--- config.mk ---
export PLATFORM = sky130hd
export DESIGN_NAME = axioma_int_controller
export DESIGN_NICKNAME = d
export VERILOG_FILES = /design/src/rtl/axioma_int_controller.sv
export SDC_FILE = /design/constraint.sdc
export NUM_CORES = 1
export LEC_CHECK = 0
export CAP_MARGIN = 40
export CORE_AREA = 4 4 102 104
export DETAILED_ROUTE_END_ITERATION = 6
export DIE_AREA = 0 0 106 108
export GPL_TIMING_DRIVEN = 1
export PLACE_DENSITY = 0.57
export SYNTH_ARGS = -nofsm -noshare
export SYNTH_HDL_FRONTEND = slang
export SYNTH_SLANG_ARGS = --single-unit
--- constraint.sdc ---
create_clock -name clk -period 2.33 [get_ports clk]
set_clock_uncertainty 0.05 [all_clocks]
set_input_delay 0.3495 -clock clk [delete_from_list [all_inputs] [get_ports clk]]
set_output_delay 0.3495 -clock clk [all_outputs]
set_load 0.02 [all_outputs]
--- src/rtl/axioma_int_controller.sv ---
// Fixed-priority interrupt controller for AxiomaCore-328: sticky pending capture,
// lowest-vector-wins arbitration and a req/ack/done handshake with the CPU core.

module axioma_int_pend_cell (
  input  logic clk,
  input  logic reset_n,
  input  logic src,
  input  logic clr,
  output logic pend
);
  // Clear wins over a same-cycle source: a re-assert on its own ack cycle is dropped.
  always_ff @(posedge clk or negedge reset_n) begin
    if (!reset_n) pend <= 1'b0;
    else          pend <= clr ? 1'b0 : (pend | src);
  end
endmodule

module axioma_int_controller #(
  parameter int NUM_VEC = 26,
  parameter int VEC_W   = 6
) (
  input  logic               clk,
  input  logic               reset_n,
  input  logic [NUM_VEC-1:0] irq_src,
  input  logic [NUM_VEC-1:0] irq_mask,
  input  logic               global_ie,
  input  logic               irq_ack,
  input  logic               irq_done,
  output logic               irq_req,
  output logic [VEC_W-1:0]   irq_vector,
  output logic [NUM_VEC-1:0] irq_clear,
  output logic [NUM_VEC-1:0] debug_pending,
  output logic [1:0]         debug_state
);

  typedef enum logic [1:0] {
    IDLE    = 2'b00,
    REQ     = 2'b01,
    SERVICE = 2'b10
  } state_t;

  state_t             state;
  logic [NUM_VEC-1:0] pending;
  logic [NUM_VEC-1:0] cand;
  logic [NUM_VEC-1:0] vec_onehot;
  logic [NUM_VEC-1:0] clr_vec;
  logic [VEC_W-1:0]   winner;
  logic               any_cand;
  logic               ack_fire;
  logic               mask_hit;
  logic               src0_unused;

  // Slot 0 is the reset vector and never requests.
  assign src0_unused = irq_src[0];
  assign pending[0]  = 1'b0;

  genvar g;
  generate
    for (g = 1; g < NUM_VEC; g++) begin : g_pend
      axioma_int_pend_cell u_pend (
        .clk     (clk),
        .reset_n (reset_n),
        .src     (irq_src[g]),
        .clr     (clr_vec[g]),
        .pend    (pending[g])
      );
    end
  endgenerate

  assign cand     = pending & irq_mask;
  assign any_cand = |cand;

  // Scan high to low so the lowest set index is the last write.
  always_comb begin
    winner = '0;
    for (int n = NUM_VEC - 1; n >= 1; n--) begin
      if (cand[n]) winner = VEC_W'(n);
    end
  end

  always_comb begin
    vec_onehot = '0;
    for (int n = 0; n < NUM_VEC; n++) begin
      vec_onehot[n] = (irq_vector == VEC_W'(n));
    end
  end

  assign ack_fire = (state == REQ) && irq_ack;
  assign clr_vec  = ack_fire ? vec_onehot : '0;
  assign mask_hit = |(vec_onehot & irq_mask);

  always_ff @(posedge clk or negedge reset_n) begin
    if (!reset_n) begin
      state      <= IDLE;
      irq_req    <= 1'b0;
      irq_vector <= '0;
    end else begin
      case (state)
        IDLE: begin
          if (global_ie && any_cand) begin
            state      <= REQ;
            irq_vector <= winner;
            irq_req    <= 1'b1;
          end
        end
        REQ: begin
          // Vector stays frozen here; ack beats withdraw in the same cycle.
          if (irq_ack) begin
            state   <= SERVICE;
            irq_req <= 1'b0;
          end else if (!global_ie || !mask_hit) begin
            state   <= IDLE;
            irq_req <= 1'b0;
          end
        end
        SERVICE: begin
          if (irq_done) state <= IDLE;
        end
        default: begin
          state   <= IDLE;
          irq_req <= 1'b0;
        end
      endcase
    end
  end

  assign irq_clear     = clr_vec;
  assign debug_pending = pending;
  assign debug_state   = state;

endmodule
-- Yosys cells after proc, flatten, opt, wreduce, memory -nomap -nowiden
Cells that the tools add are included.
- bits in registers: 34
- bits of input ports: 57
- output and inout bits: 61
- word-level logic and storage cells: 158
- equality and inequality tests: 30
- multiplexer cells: 60
- bitwise operators: 28
- reductions and logical operators: 12
- operator list (operator ; number):
    6-bit two-way mux ; 23
    6-bit by 5-bit == test with 1-bit output (second input constant) ; 10
    26-bit bitwise AND ; 2
    26-bit OR reduction ; 2
    6-bit by 4-bit == test with 1-bit output (second input constant) ; 8
    1-bit two-way mux ; 28
    26-bit two-way mux ; 1
    1-bit bitwise OR ; 25
    6-bit by 3-bit == test with 1-bit output (second input constant) ; 4
    6-bit by 2-bit == test with 1-bit output (second input constant) ; 2
    5-bit two-way mux ; 2
    2-bit two-way mux ; 4
    6-bit by 1-bit == test with 1-bit output (second input constant) ; 1
    6-bit zero test ; 1
    2-bit case mux with 3 select lines ; 1
    3-bit AND reduction ; 2
    2-bit inequality test (second input constant) ; 2
    3-bit by 2-bit inequality test with 1-bit output (second input constant) ; 1
    1-bit case mux with 3 select lines ; 1
    2-bit by 1-bit == test with 1-bit output (second input constant) ; 1
    2-bit == test (second input constant) ; 1
    1-bit logical AND ; 2
    1-bit zero test ; 2
    2-bit zero test ; 1
    other kinds (3) ; 3

-- Logic depth before layout (Yosys ltp)
- word-level depth: 26
- mapped depth: 8

-- By module
A second synthesis with hierarchy kept.
- cells, all modules: 231
- area, all modules: 2110.8 µm²
- by module, submodules not included (module ; instances ; cells an instance ; area each (µm²) ; seq. area each (µm²)):
    axioma_int_controller ; 1 ; 181 ; 1234.9 ; 200.2
    axioma_int_pend_cell ; 25 ; 2 ; 35.0 ; 25.0

-- Worst setup path before layout
No wires, ideal clock.
- path kind: register to output
- start point: register irq_vector[1]
- end point: output irq_clear[24]
- arrival: 1568 ps
- data required time: 1931 ps
- slack: 362 ps
- cell stages (with the launch flop): 7
- path buffers: 4
- cell sequence: dfrtp_1 > buf_6 > buf_4 > or2_2 > clkbuf_1 > nor3_1 > buf_4
- word-level cells in the longest chain between the ends: 2
- ends and longest elaborated chain (what ; RTL line ; RTL):
    from (decl) ; 30 ; output logic [VEC_W-1:0] irq_vector,
    from (signal assigned) ; 102 ; irq_vector <= winner;
    6-bit by 5-bit == test with 1-bit output ; 84 ; vec_onehot[n] = (irq_vector == VEC_W'(n));
    26-bit two-way mux ; 89 ; assign clr_vec = ack_fire ? vec_onehot : '0;
    to (decl) ; 31 ; output logic [NUM_VEC-1:0] irq_clear,
Every way passes these cells.

-- Worst setup path in the final report
- start point: input irq_ack
- end point: output irq_clear[11]
- word-level cells in the longest chain between the ends: 2
- ends and longest elaborated chain (what ; RTL line ; RTL):
    from (decl) ; 27 ; input logic irq_ack,
    1-bit logical AND ; 88 ; assign ack_fire = (state == REQ) && irq_ack;
    26-bit two-way mux ; 89 ;
Every way passes these cells.

==> results.py <==
metrics = {
    "cells_and_area": {
        "fin_util_pct": 40.49,
        "drive_gt1_share_pct": 28.41,
        "n_antenna_cell": 0,
        "fill_cells": 1028,
        "area_growth_pct": 52.82,
        "final_nets": 489,
        "multi_input_area_mm2": 0.001319,
        "seq_area_um2": 827.0,
    },
    "synthesis": {
        "ys_seq_area_share_pct": 32.64,
        "synth_common_cells": "nor2_1, buf_4, nand2_1",
        "synth_edf_count": 0,
        "post-synth-top-area-cell": "dfrtp_1",
        "synth_area_mm2": 0.002530,
        "synthCells": 316,
        "ys_types": 52,
        "yosys-top-cells-area": "dfrtp_1, buf_4, nor2_1, nand2_1, a22oi_2",
        "synth_top_area_share_pct": 32.64,
        "ys_async_sr_fraction_pct": 100.0,
        "yosys_most_used_dff": "dfrtp_1",
        "ys_ff_latch": 33,
        "synth_area_per_cell_um2": 8.006,
        "ys_warn_count": 0,
        "synth.most_common_cell": "nor2_1",
    },
    "clocking": {
        "cts.path.max_buffers": 2,
        "clk_pin_slew_ns": 0.07,
        "numCtsBuffers": 5,
        "cts.sinks": 33,
        "cts-root-buf": "clkbuf_8",
        "cts_tree": "built",
        "htree_levels": 2,
        "insertion_delay_ns": 0.28,
    },
    "die": {
        "initial_core_util_pct": 26.49,
        "row_count": 36,
        "fp.dieArea_mm2": 0.01145,
        "die_h_um": 108,
        "die_w_um": 106,
        "io_pins": 118,
        "core_mm2": 0.009549,
    },
    "setup_path": {
        "start_kind": "primary input",
        "r2r_setup_slack_ns": 0.19,
        "worstPathMaxFanout": 3,
        "reg2reg_depth": 7,
        "worst_ep_arrival_time_ns": 1.86,
        "cp-end-kind": "output pin",
        "r2r_end": "irq_req",
        "crit_end": "irq_clear[11]",
        "reg2reg_from": "irq_vector[0]",
        "crit_type": "in -> out",
        "startpoint": "irq_ack",
        "cp.required_ns": 1.93,
    },
    "detailed_routing": {
        "wirelength_um": 9178,
        "antenna_left": 0,
        "viasPerCell": 4.663,
        "drtPass1Iterations": 4,
        "wire_per_inst_um": 16.22,
        "drc_errors": 0,
        "vias": 2639,
        "first_iter_violations": 133,
    },
    "sta": {
        "setup_viol": 0,
        "fin_crit_sh_pct": 96.80,
        "fmax_mhz": 443.4,
        "fin_tns_setup_ns": 0,
        "drv_slew": 0,
        "min_period_ns": 2.255,
        "hold_violations": 0,
        "hold_ws_ns": 0.4300,
        "rsz0062_at_grt": "no",
    },
    "min_path": {
        "hold_class": "in -> async",
    },
    "global_route": {
        "gr-max-usage-layer": "met2",
        "grt_use_met1_pct": 20.92,
        "met2_usage_pct": 26.32,
        "antenna_found_initial": 0,
        "grt_usage_pct": 15.82,
        "grt_pass1_wl_um": 14020,
        "use_met3_pct": 4.537,
        "grt_pass1_vias": 2621,
        "grt_start_max_net_pins": 34,
        "grt_overflow": 0,
    },
    "placement": {
        "routabilityCongestion": 0.8310,
        "hpwl_um": 7434,
        "port_buffers": 114,
    },
    "run": {
        "maxCapViolCount": 0,
    },
    "pwr": {
        "ir_drop_v": 0.0003356,
        "power.total_mw": 2.343,
        "p_leak_nw": 1.612,
        "power.density_mw_per_mm2": 606.1,
    },
    "outcome": {
        "status": "finished, final reports clean",
    },
}
logic make-up (layout without fill, tap and decap cells):
family / Yosys count / count (layout) / share of synthesized area, %
other: 1 / 2 / 0.1482
AND/OR/NAND/NOR: 161 / 161 / 29.62
AO/OA/AOI/OAI: 51 / 51 / 16.62
multiplexers: 5 / 5 / 2.028
flip-flops: 33 / 33 / 32.64
buffers and inverters: 65 / 181 / 18.94
cells in the final DEF (no fill, tap or decap), drive strengths merged, types with 3 or more instances in the layout:
cell and n:
clkdlybuf4s50 88, a22oi 11, dfrtp 33, a32oi 4, o21ai 7, a31oi 3, nand4b 3, nand4 5
nand3 5, a21oi 6, or2b 3, nor3 5, inv 4, nor2 85, buf 71, nand2 35
clkbuf 16, a22o 3, or3 3, mux2i 4, nand2b 4
where the power goes:
part	internal, mW	total (mW)	switching, mW	leakage (nW)
sequential	0.627	0.689	0.0618	0.321
clock	0.268	0.495	0.227	0.0542
combinational	0.527	1.16	0.633	1.24
total	1.42	2.34	0.923	1.61
worst min-delay path by stage:
stage                                      start                endpoint  slack (ns)  cells after the start
final                                    reset_n   g_pend[4].u_pend.pend        0.43                      2
after global routing                     reset_n   g_pend[4].u_pend.pend        0.46                      2
after CTS                                reset_n   g_pend[4].u_pend.pend        0.44                      2
after detailed placement  g_pend[13].u_pend.pend  g_pend[13].u_pend.pend        0.49                      2
after global placement    g_pend[24].u_pend.pend  g_pend[24].u_pend.pend        0.46                      2
after floorplan                          reset_n          debug_state[0]       0.004                      0
registers in the layout (all words and copies together) (netlist names):
signal              count
debug_state             2
irq_vector              5
irq_req                 1
g_pend.u_pend.pend     25
worst max-delay path, stage by stage:
cell and delay, ns:
clkdlybuf4s50_1 0.50, nand2_1 0.09, or2_4 0.25, or3_4 0.39, nor2_2 0.12, buf_4 0.16
per-layer routing:
metal	part of all wire, %	wire length [um]
met5	0	0
met3	5.7	524
met1	46	4216
met2	48	4361
met4	0.83	76
area by class of cell:
| class | instances | area share, % |
|---|---|---|
| inverter | 4 | 0.3883 |
| sequential | 33 | 21.39 |
| clock inverter | 1 | 0.1294 |
| clock buffer | 7 | 2.492 |
| multi-input combinational | 219 | 34.11 |
| tap | 133 | 4.304 |
| timing repair buffer | 169 | 37.18 |
repair_timing:
item	in CTS	in global routing
pin swaps	0	3
hold buffers	0	0
buffers inserted	0	0
endpoints found under the setup margin	26	26
resized for setup	79	44
per-stage QoR:
stage               area, um^2  std cells  setup WS (ns)
floorplan                 2534        317         0.3623
global route              3866        566       0.007255
global placement          3790        558        -0.5001
detailed placement        3790        558        -0.5581
CTS                       3933        566       -0.05720
finish                    3866        566        0.07461
Note: power is estimated with default switching activity, not from simulation.
